## config.mk

```make
export PLATFORM = sky130hd
export DESIGN_NAME = cpu_step_controller
export DESIGN_NICKNAME = d
export VERILOG_FILES = /design/src/rtl/cpu_step_controller.sv
export SDC_FILE = /design/constraint.sdc
export NUM_CORES = 1
export LEC_CHECK = 0
export CAP_MARGIN = 20
export CORE_MARGIN = 2
export CORE_UTILIZATION = 49
export DETAILED_ROUTE_END_ITERATION = 10
export PLACE_DENSITY_LB_ADDON = 0.12
export SLEW_MARGIN = 10
export SYNTH_ARGS = -nofsm -noshare
export SYNTH_HDL_FRONTEND = slang
export SYNTH_SLANG_ARGS = --single-unit
```

## constraint.sdc

```tcl
create_clock -name clk_in -period 1.9 [get_ports clk_in]
set_input_delay 0.19 -clock clk_in [delete_from_list [all_inputs] [get_ports clk_in]]
set_output_delay 0.19 -clock clk_in [all_outputs]
set_load 0.05 [all_outputs]
```

## src/rtl/cpu_step_controller.sv

```systemverilog
// cpu_step_controller: single-cycle clock-enable generator for the 8-bit core.
// Samples the divided slow_clk on clk_in and issues cpu_ce in RUN, STEP or HALT.
// Ports: clk_in, rst_n (async, active-low), slow_clk, run_sw, step_btn, halt_req,
//        cpu_ce, running, state (00 HALT, 01 RUN, 10 STEP), step_count.
// Optional macro CPU_STEP_BREAKPOINT_EN adds pc, bp_addr, bp_valid, bp_hit.
module cpu_step_controller #(
    parameter logic [15:0] DEBOUNCE_CYCLES = 16'd50_000,
    parameter int          CNT_WIDTH       = 8
) (
    input  logic                 clk_in,
    input  logic                 rst_n,
    input  logic                 slow_clk,
    input  logic                 run_sw,
    input  logic                 step_btn,
    input  logic                 halt_req,
`ifdef CPU_STEP_BREAKPOINT_EN
    input  logic [7:0]           pc,
    input  logic [7:0]           bp_addr,
    input  logic                 bp_valid,
    output logic                 bp_hit,
`endif
    output logic                 cpu_ce,
    output logic                 running,
    output logic [1:0]           state,
    output logic [CNT_WIDTH-1:0] step_count
);

    typedef enum logic [1:0] {
        HALT = 2'b00,
        RUN  = 2'b01,
        STEP = 2'b10
    } st_t;

    st_t         cur;
    logic        slow_s1, slow_s2, slow_s3;
    logic        run_s1, run_s2;
    logic        btn_s1, btn_s2;
    logic        btn_acc;
    logic [15:0] db_cnt;
    logic        step_ev;
    logic        tick;
    logic        run_go;

    always_ff @(posedge clk_in or negedge rst_n) begin
        if (!rst_n) begin
            slow_s1 <= 1'b0;
            slow_s2 <= 1'b0;
            slow_s3 <= 1'b0;
            run_s1  <= 1'b0;
            run_s2  <= 1'b0;
            btn_s1  <= 1'b0;
            btn_s2  <= 1'b0;
        end else begin
            slow_s1 <= slow_clk;
            slow_s2 <= slow_s1;
            slow_s3 <= slow_s2;
            run_s1  <= run_sw;
            run_s2  <= run_s1;
            btn_s1  <= step_btn;
            btn_s2  <= btn_s1;
        end
    end

    // slow_s3 is only an edge-detect delay of slow_s2
    assign tick = slow_s2 & ~slow_s3;

    // Accepted level moves only after an unbroken run of differing samples
    always_ff @(posedge clk_in or negedge rst_n) begin
        if (!rst_n) begin
            btn_acc <= 1'b0;
            db_cnt  <= 16'd0;
            step_ev <= 1'b0;
        end else begin
            step_ev <= 1'b0;
            if (btn_s2 == btn_acc) begin
                db_cnt <= 16'd0;
            end else if (db_cnt == DEBOUNCE_CYCLES - 16'd1) begin
                db_cnt  <= 16'd0;
                btn_acc <= btn_s2;
                step_ev <= btn_s2;
            end else begin
                db_cnt <= db_cnt + 16'd1;
            end
        end
    end

`ifdef CPU_STEP_BREAKPOINT_EN
    // A pending breakpoint keeps the core parked until a step clears it
    assign run_go = run_s2 & ~halt_req & ~bp_hit;
`else
    assign run_go = run_s2 & ~halt_req;
`endif

    always_ff @(posedge clk_in or negedge rst_n) begin
        if (!rst_n) begin
            cur        <= HALT;
            cpu_ce     <= 1'b0;
            running    <= 1'b0;
            step_count <= '0;
`ifdef CPU_STEP_BREAKPOINT_EN
            bp_hit     <= 1'b0;
`endif
        end else begin
            cpu_ce <= 1'b0;
            unique case (cur)
                HALT: begin
                    if (run_go) begin
                        cur     <= RUN;
                        running <= 1'b1;
`ifdef CPU_STEP_BREAKPOINT_EN
                        bp_hit  <= 1'b0;
`endif
                    end else if (step_ev) begin
                        cur    <= STEP;
`ifdef CPU_STEP_BREAKPOINT_EN
                        bp_hit <= 1'b0;
`endif
                    end
                end
                RUN: begin
                    if (halt_req || !run_s2) begin
                        cur     <= HALT;
                        running <= 1'b0;
                    end else if (tick) begin
`ifdef CPU_STEP_BREAKPOINT_EN
                        if (bp_valid && (pc == bp_addr)) begin
                            cur     <= HALT;
                            running <= 1'b0;
                            bp_hit  <= 1'b1;
                        end else begin
                            cpu_ce     <= 1'b1;
                            step_count <= step_count + 1'b1;
                        end
`else
                        cpu_ce     <= 1'b1;
                        step_count <= step_count + 1'b1;
`endif
                    end
                end
                STEP: begin
                    // halt_req is deliberately ignored so a step always completes
                    if (tick) begin
                        cpu_ce     <= 1'b1;
                        step_count <= step_count + 1'b1;
                        cur        <= HALT;
                    end
                end
                default: begin
                    cur     <= HALT;
                    running <= 1'b0;
                end
            endcase
        end
    end

    assign state = cur;

endmodule
```

After elaboration in Yosys (flattened, before gate mapping)

Cells that the tools add are included.

Bits in registers: 37
Input bits: 6
Output and inout port bits: 12

$add $sub $neg: 2
Equal/unequal tests: 9
Muxes and demuxes: 18
Bitwise logic cells: 6
Reduce and logical (&&, ||, !) cells: 8

Operators by type and width:

| cell                    | number |
|---|---|
| $mux W16                | 2 |
| $add A16 B1 Y16 const B | 1 |
| $eq A16 B16 Y1 const B  | 1 |
| $mux W8                 | 2 |
| $pmux W8 S2             | 1 |
| $add A8 B1 Y8 const B   | 1 |
| $mux W2                 | 4 |
| $ne A2 B2 Y1 const B    | 4 |
| $mux W1                 | 6 |
| $pmux W2 S3             | 1 |
| $reduce_and A3 Y1       | 2 |
| $not A1 Y1              | 4 |
| $reduce_and A2 Y1       | 2 |
| $ne A3 B3 Y1 const B    | 1 |
| $pmux W1 S3             | 1 |
| $and A1 B1 Y1           | 2 |
| $eq A2 B1 Y1 const B    | 1 |
| $eq A2 B2 Y1 const B    | 1 |
| $logic_not A2 Y1        | 1 |
| $pmux W1 S2             | 1 |
| $reduce_bool A2 Y1      | 1 |
| $eq A1 B1 Y1            | 1 |
| $logic_not A1 Y1        | 1 |
| $logic_or A1 B1 Y1      | 1 |

Logic depth before layout (Yosys ltp)

Gate-level depths: netlist of the first run.

Depth in word-level cells: 5
Depth in mapped cells: 6

Worst setup path after synthesis of the first run

Ideal clock, no wire load.

Path type: flip-flop to flip-flop
Start: reg cur[1], in the netlist state[1]
End: reg step_count[7]
Setup time: 0.140 ns
Data arrival time: 2.032 ns
Required time: 1.760 ns
Setup slack: -0.272 ns
Cell stages (with the launch flop): 7
Buffers on the path: 0
Cells stage by stage: dfrtp_1 inv_1 ha_1 nand2b_1 a2111oi_0 nand3_1 xnor2_1

Cells in the longest elaborated chain, start to end: 3

Ends and longest elaborated chain:

| element                                                                    | RTL line | source |
|---|---|---|
| from (decl)                                                                | 34       | `st_t cur;` |
| from (signal assigned)                                                     | 96       | `cur <= HALT;` |
| from (signal assigned)                                                     | 108      | `cur <= RUN;` |
| from (signal assigned)                                                     | 114      | `cur <= STEP;` |
| $eq A2 B1 Y1 / $eq A2 B2 Y1 (equally long branches)                        | 105      | `unique case (cur)` |
| $ne A2 B2 Y1 (no source line) / $reduce_bool A2 Y1 (equally long branches) | n/a      |  |
| $reduce_and A2 Y1 (no source line)                                         | n/a      |  |
| to (signal assigned)                                                       | 136      | `step_count <= step_count + 1'b1;` |
| to (signal assigned)                                                       | 144      | `step_count <= step_count + 1'b1;` |
| to (decl)                                                                  | 25       | `output logic [CNT_WIDTH-1:0] step_count` |

Parallel ways exist; a longest one is shown, timed or not.
A chain may end at the register's enable or synchronous reset.

Worst setup path after layout of the first run

Start: reg db_cnt[12]
End: reg btn_acc

Cells in the longest elaborated chain, start to end: 2

Ends and longest elaborated chain:

| element                            | RTL line | source |
|---|---|---|
| from (decl)                        | 39       | `logic [15:0] db_cnt;` |
| from (signal assigned)             | 82       | `db_cnt <= db_cnt + 16'd1;` |
| $eq A16 B16 Y1                     | 77       | `end else if (db_cnt == DEBOUNCE_CYCLES - 16'd1) begin` |
| $reduce_and A2 Y1 (no source line) | n/a      |  |
| to (signal assigned)               | 79       | `btn_acc <= btn_s2;` |
| to (decl)                          | 38       | `logic btn_acc;` |

No other way between the ends.

==> flow_summary.json, run 1 <==
{
  "status": "complete, no violations",
  "fin_util_pct": 60.4,
  "antenna_found_initial": 0,
  "cp.required_ns": 2.14,
  "synth-seq-area-share_pct": 56.4,
  "synth.top_cell.area_share_pct": 56.4,
  "cts_tree": "done",
  "globalRouteOverflowTotal": 0,
  "die_h_um": 61.9,
  "hold_viol": 0,
  "arrival_ns": 2.01,
  "power_leakage_nw": 0.826,
  "period_share_pct": 93.4,
  "fmax_mhz": 564,
  "avgViaCountPerCell": 5.07,
  "r2r_slack_ns": 0.13,
  "initial_utilization_pct": 49.9,
  "die_w_um": 61.9,
  "clk_pin_slew_ns": 0.11,
  "grt_pass1_vias": 1055,
  "firstDrtPassIters": 4,
  "place_hpwl_um": 1940,
  "cts_hold_buf": 0,
  "track_usage_pct": 16.6,
  "drv_cap": 0,
  "finalWeightedCongestion": 0.828,
  "power_mw": 1.83,
  "ys_ff_latch": 37,
  "instances_no_fill": 223,
  "synth-warning-count": 0,
  "clock-sinks": 37,
  "core_area_sq_um": 3280,
  "cts_buffers": 5,
  "drt-initial-drc-count": 64,
  "ctsLongestPathBuffers": 2,
  "setup_violations": 0,
  "r2r_end": "btn_acc$_DFFE_PN0P_",
  "path_class": "reg2reg",
  "synth.largest_area_cell": "dfrtp_1",
  "grt_pass1_wl_um": 4550,
  "drive_gt1_share_pct": 11.3,
  "grt_setup_unrepaired": "false",
  "synth_nets": 157,
  "routedWlPerCell_um": 12.4,
  "crit_fanout": 4,
  "synth.area.top_cells": "dfrtp_1, xnor2_1, nor2_1",
  "drc": 0,
  "finalCriticalPeriod_ns": 1.77,
  "netlist_area_sq_um": 1640,
  "h-tree-depth": 2,
  "worst_ir_drop_vdd_uv": 421,
  "syn_inst": 146,
  "yosysUniqueCellTypes": 27,
  "nFillCells": 276,
  "cts_resized": 0,
  "cp-end-kind": "flip-flop",
  "hold_class": "in2async",
  "grt_max_degree": 38,
  "ioPinCount": 18,
  "finClkSkew_ns": 0.0104,
  "largest-register": "db_cnt",
  "dieArea_sq_um": 3830,
  "setup-tns-final_ns": 0,
  "portBuffers": 17,
  "p_per_area_nw_per_um2": 921,
  "avgSynthCellArea_sq_um": 11.2,
  "nets": 187,
  "vias": 1130,
  "diodes": 0,
  "final_antenna_net_count": 0,
  "start_kind": "flip-flop",
  "num_rows": 21,
  "dp_cells": 215,
  "insertion_delay_ns": 0.34,
  "worst_pin_slew_ns": 0.498,
  "postCtsSetupBuffers": 0,
  "slew_viol_final": 0,
  "relSlewSlack_pct": 66.7,
  "largest_reg_flops": 16,
  "wirelength_um": 2760,
  "syn2layout_area_growth_pct": 20.9,
  "clock_tree.root_cell": "clkbuf_4",
  "r2r_start": "db_cnt[12]$_DFF_PN0_",
  "reg2reg_depth": 4
}
[worst max-delay path: stages, from the launching register on]
cell	delay, ns
dfrtp_1	0.44
nor4_2	0.28
nand3b_1	0.12
or4_4	0.54
mux2_4	0.31
[how the worst max path moves through the flow]
stage                                         start                         to  slack (ns)
after floorplan                state[1]$_DFFE_PN0P_  step_count[7]$_DFFE_PN0P_        0.05
after global placement         db_cnt[12]$_DFF_PN0_        btn_acc$_DFFE_PN0P_        0.15
after detailed placement       db_cnt[12]$_DFF_PN0_        btn_acc$_DFFE_PN0P_        0.12
after CTS                 step_count[0]$_DFFE_PN0P_              step_count[0]        0.09
after global routing           db_cnt[12]$_DFF_PN0_        btn_acc$_DFFE_PN0P_        0.01
final                          db_cnt[12]$_DFF_PN0_        btn_acc$_DFFE_PN0P_        0.13
[placed cells by master, fill, tap and decap left out, types with 2 or more instances in the layout]
master           instances
and3_1                   2
nor4_1                   4
nand4_1                  4
inv_1                    6
clkbuf_1                 2
nand3b_1                 2
nor3_1                   4
clkdlybuf4s50_1         17
dfrtp_2                  2
nor3b_1                  3
xor2_1                   5
dfrtp_1                 35
xnor2_1                 17
a21oi_1                  4
clkbuf_4                 5
ha_1                     5
nand3_1                  7
nand2b_1                 3
buf_4                    7
nand2_1                  9
nor2_1                  21
o21ai_0                  3
[cells in the mapped netlist]
master,instances
a2111oi_0,1
a211oi_1,1
a21o_1,1
a21oi_1,4
and3_1,2
and3b_1,1
buf_2,1
dfrtp_1,37
ha_1,5
inv_1,6
mux2_1,1
mux2_4,1
nand2_1,9
nand2b_1,3
nand3_1,7
nand3b_1,2
nand4_1,4
nor2_1,21
nor3_1,4
nor3b_1,3
nor4_1,4
nor4_2,1
o21ai_0,3
o41ai_4,1
or4_4,1
xnor2_1,17
xor2_1,5
[per-layer routing]
| layer | up-vias | wire length, um | global-route usage [%] |
|---|---|---|---|
| li1 | 555 | - | - |
| met1 | 546 | 1230 | 19.7 |
| met2 | 22 | 1350 | 27.1 |
| met3 | 7 | 110 | 5.59 |
| met4 | 0 | 68 | 8.21 |
| met5 | - | 0 | 0 |
[per-stage QoR]
stage	instance area, sq um	hold slack (ns)	worst slack [ns]
after floorplan	1650	-0.106	0.0483
after global routing	1980	0.263	0.0137
after global placement	1920	0.333	0.148
final	1980	0.256	0.126
after CTS	1980	0.255	0.0899
after detailed placement	1920	0.338	0.121
[logic make-up after synthesis]
family | share of synthesized area (%)
simple gates | 19.4
flops | 56.4
xor+xnor | 11.7
compound gates | 5.26
buf+inv | 1.68
fa+ha+maj | 3.81
mux | 1.60
[area by class of cell]
| cell class | instances | area, sq um | share of cell area (%) |
|---|---|---|---|
| Clock buffer | 8 | 58.8 | 2.97 |
| Inverter | 6 | 22.5 | 1.14 |
| Multi-Input combinational cell | 102 | 693 | 35.0 |
| Sequential cell | 37 | 928 | 46.8 |
| Tap cell | 46 | 57.6 | 2.90 |
| Timing Repair Buffer | 24 | 223 | 11.2 |
[report_power, final]
group	switching (mW)	internal (mW)	leakage [nW]
combinational	0.309	0.180	0.317
sequential	0.0637	0.853	0.477
clock	0.238	0.183	0.0326
No activity file was read; power rests on OpenSTA's default activity.
==> run 2: changes to the inputs <==
--- a/config.mk
+++ b/config.mk
@@ -9,6 +9,7 @@
 export CORE_MARGIN = 2
 export CORE_UTILIZATION = 49
 export DETAILED_ROUTE_END_ITERATION = 10
+export GPL_TIMING_DRIVEN = 0
 export PLACE_DENSITY_LB_ADDON = 0.12
 export SLEW_MARGIN = 10
 export SYNTH_ARGS = -nofsm -noshare
==> run 2 against run 1 <==
Setup slack worse by 0.047 ns. Total power is 1.3% lower. Count of clock-buffer cells in the layout is 2 lower. Clock power is 6.7% lower. Sequential cell count stayed put. Critical path depth stayed put. Sequential share of layout area hardly changed. Critical path type unchanged. Critical endpoint unchanged. Largest power group unchanged.
==> flow_summary.json, run 2 (synthesized netlist as in run 1, its figures left out) <==
{
  "status": "complete, no violations",
  "grt_max_degree": 38,
  "p_per_area_nw_per_um2": 908,
  "initial_utilization_pct": 49.9,
  "worst_pin_slew_ns": 0.790,
  "finalCriticalPeriod_ns": 1.82,
  "relSlewSlack_pct": 47.3,
  "setup_violations": 0,
  "nets": 185,
  "r2r_end": "btn_acc$_DFFE_PN0P_",
  "gr-usage-met3_pct": 6.63,
  "start_kind": "flip-flop",
  "cp-end-kind": "flip-flop",
  "vias": 1154,
  "finalWeightedCongestion": 0.775,
  "worst_hold_path.num_cells": 1,
  "cp.required_ns": 2.13,
  "portBuffers": 17,
  "die_w_um": 61.9,
  "finClkSkew_ns": 0.00847,
  "cts_tree": "done",
  "grtUsageMet2_pct": 29.3,
  "grt_pass1_vias": 1120,
  "ctsLongestPathBuffers": 2,
  "place_ws_ns": -0.0492,
  "clk_pin_slew_ns": 0.11,
  "arrival_ns": 2.05,
  "h-tree-depth": 2,
  "min_from": "slow_clk",
  "die_h_um": 61.9,
  "instances_no_fill": 221,
  "whs_endpoint": "slow_s1$_DFF_PN0_",
  "clock-sinks": 37,
  "track_usage_pct": 17.4,
  "crit_fanout": 3,
  "nFillCells": 273,
  "fin_area_sq_um": 1980,
  "cts_buffers": 5,
  "r2r_slack_ns": 0.08,
  "path_buf_inv": 0,
  "worst_ir_drop_vdd_uv": 537,
  "r2r_start": "db_cnt[13]$_DFF_PN0_",
  "slew_viol_final": 0,
  "grt_setup_unrepaired": "false",
  "dpl-instance-area_sq_um": 1870,
  "hold_class": "in2reg",
  "routedWlPerCell_um": 13.0,
  "met1_usage_pct": 19.5,
  "layout_common_cells": "dfrtp_1, nor2_1, xnor2_1, clkdlybuf4s50_1, nand2_1",
  "reg2reg_depth": 4,
  "num_rows": 21,
  "period_share_pct": 95.9,
  "slowest_stage": "or4_4",
  "crit_chain": "nor4_2 -> nand3b_1 -> or4_4 -> mux2_4",
  "cpPeakStageDelay_ns": 0.55,
  "firstDrtPassIters": 4,
  "hold_viol": 0,
  "drive_gt1_share_pct": 12.0,
  "antenna_found_initial": 0,
  "drt-initial-drc-count": 61,
  "clock_tree.root_cell": "clkbuf_4",
  "place_hpwl_um": 1970,
  "drv_cap": 0,
  "final_common_cell": "dfrtp_1",
  "power_leakage_nw": 0.815,
  "wirelength_um": 2880,
  "final_antenna_net_count": 0,
  "largest_reg_flops": 16,
  "fmax_mhz": 549,
  "grt_pass1_wl_um": 4750,
  "avgViaCountPerCell": 5.22,
  "core_area_sq_um": 3280,
  "crit_family": "simple AND/OR/NAND/NOR gates",
  "globalRouteOverflowTotal": 0,
  "largest-register": "db_cnt",
  "ioPinCount": 18,
  "drc": 0,
  "dieArea_sq_um": 3830,
  "dp_cells": 209,
  "diodes": 0,
  "insertion_delay_ns": 0.34,
  "path_class": "reg2reg",
  "grt_busiest_layer": "met2",
  "syn2layout_area_growth_pct": 21.0,
  "fin_ws_ns": 0.0787
}
## run 2: how the worst max path moves through the flow
stage / end / start / depth (start not counted) / slack, ns
5_1_grt: step_count[0] / step_count[0]$_DFFE_PN0P_ / 1 / 0.03
6_report: btn_acc$_DFFE_PN0P_ / db_cnt[13]$_DFF_PN0_ / 4 / 0.08
3_3_place_gp: state[0]$_DFFE_PN0P_ / rst_n / 1 / -0.28
3_5_place_dp: db_cnt[6]$_DFF_PN0_ / db_cnt[0]$_DFF_PN0_ / 5 / -0.05
4_1_cts: btn_acc$_DFFE_PN0P_ / db_cnt[13]$_DFF_PN0_ / 4 / 0.001
2_1_floorplan: step_count[7]$_DFFE_PN0P_ / state[1]$_DFFE_PN0P_ / 6 / 0.05
## run 2: cell type report
type                       count  area, sq um  share of cell area [%]
timing repair buffer          21          198                    9.96
clock buffer                   6         41.3                    2.08
buffer                         1         5.00                   0.252
multi-input combinational    102          722                    36.4
inverter                       6         22.5                    1.13
sequential                    37          928                    46.8
clock inverter                 2         10.0                   0.504
tap                           46         57.6                    2.90
## run 2: worst register-to-register path: stages (launching register included)
cell and delay (ns):
dfrtp_1 0.44, nor4_2 0.28, nand3b_1 0.13, or4_4 0.55, mux2_4 0.31
## run 2: report_power, final
group	internal [mW]	total [mW]	leakage (nW)	switching (mW)
logic	0.178	0.489	0.307	0.312
clock network	0.141	0.393	0.0320	0.253
registers	0.853	0.920	0.477	0.0661
## run 2: metal layers
layer  part of all wire, %  vias to the layer above
met2                    52                       24
met5                     0                        -
met4                   1.4                        0
met1                    43                      575
li1                      -                      550
met3                   3.9                        5
## run 2: timing repair
action / in CTS / in global routing
gates resized for setup: 1 / 3
endpoints found under the setup margin: 11 / 12
hold endpoints to repair: 37 / 0
pin swaps: 1 / 2
buffers inserted: 1 / 2
hold buffers: 1 / 0
gates cloned: 0 / 0
## run 2: metrics by stage
stage	util, %	hold WS [ns]	power, mW	setup TNS (ns)
after global routing	60.4	0.253	1.91	0
after detailed placement	57.0	0.329	1.42	-0.388
after global placement	57.1	0.334	1.40	-6.09
after floorplan	-	-0.106	1.24	0
final	60.4	0.280	1.80	0
after CTS	59.2	0.262	1.82	0
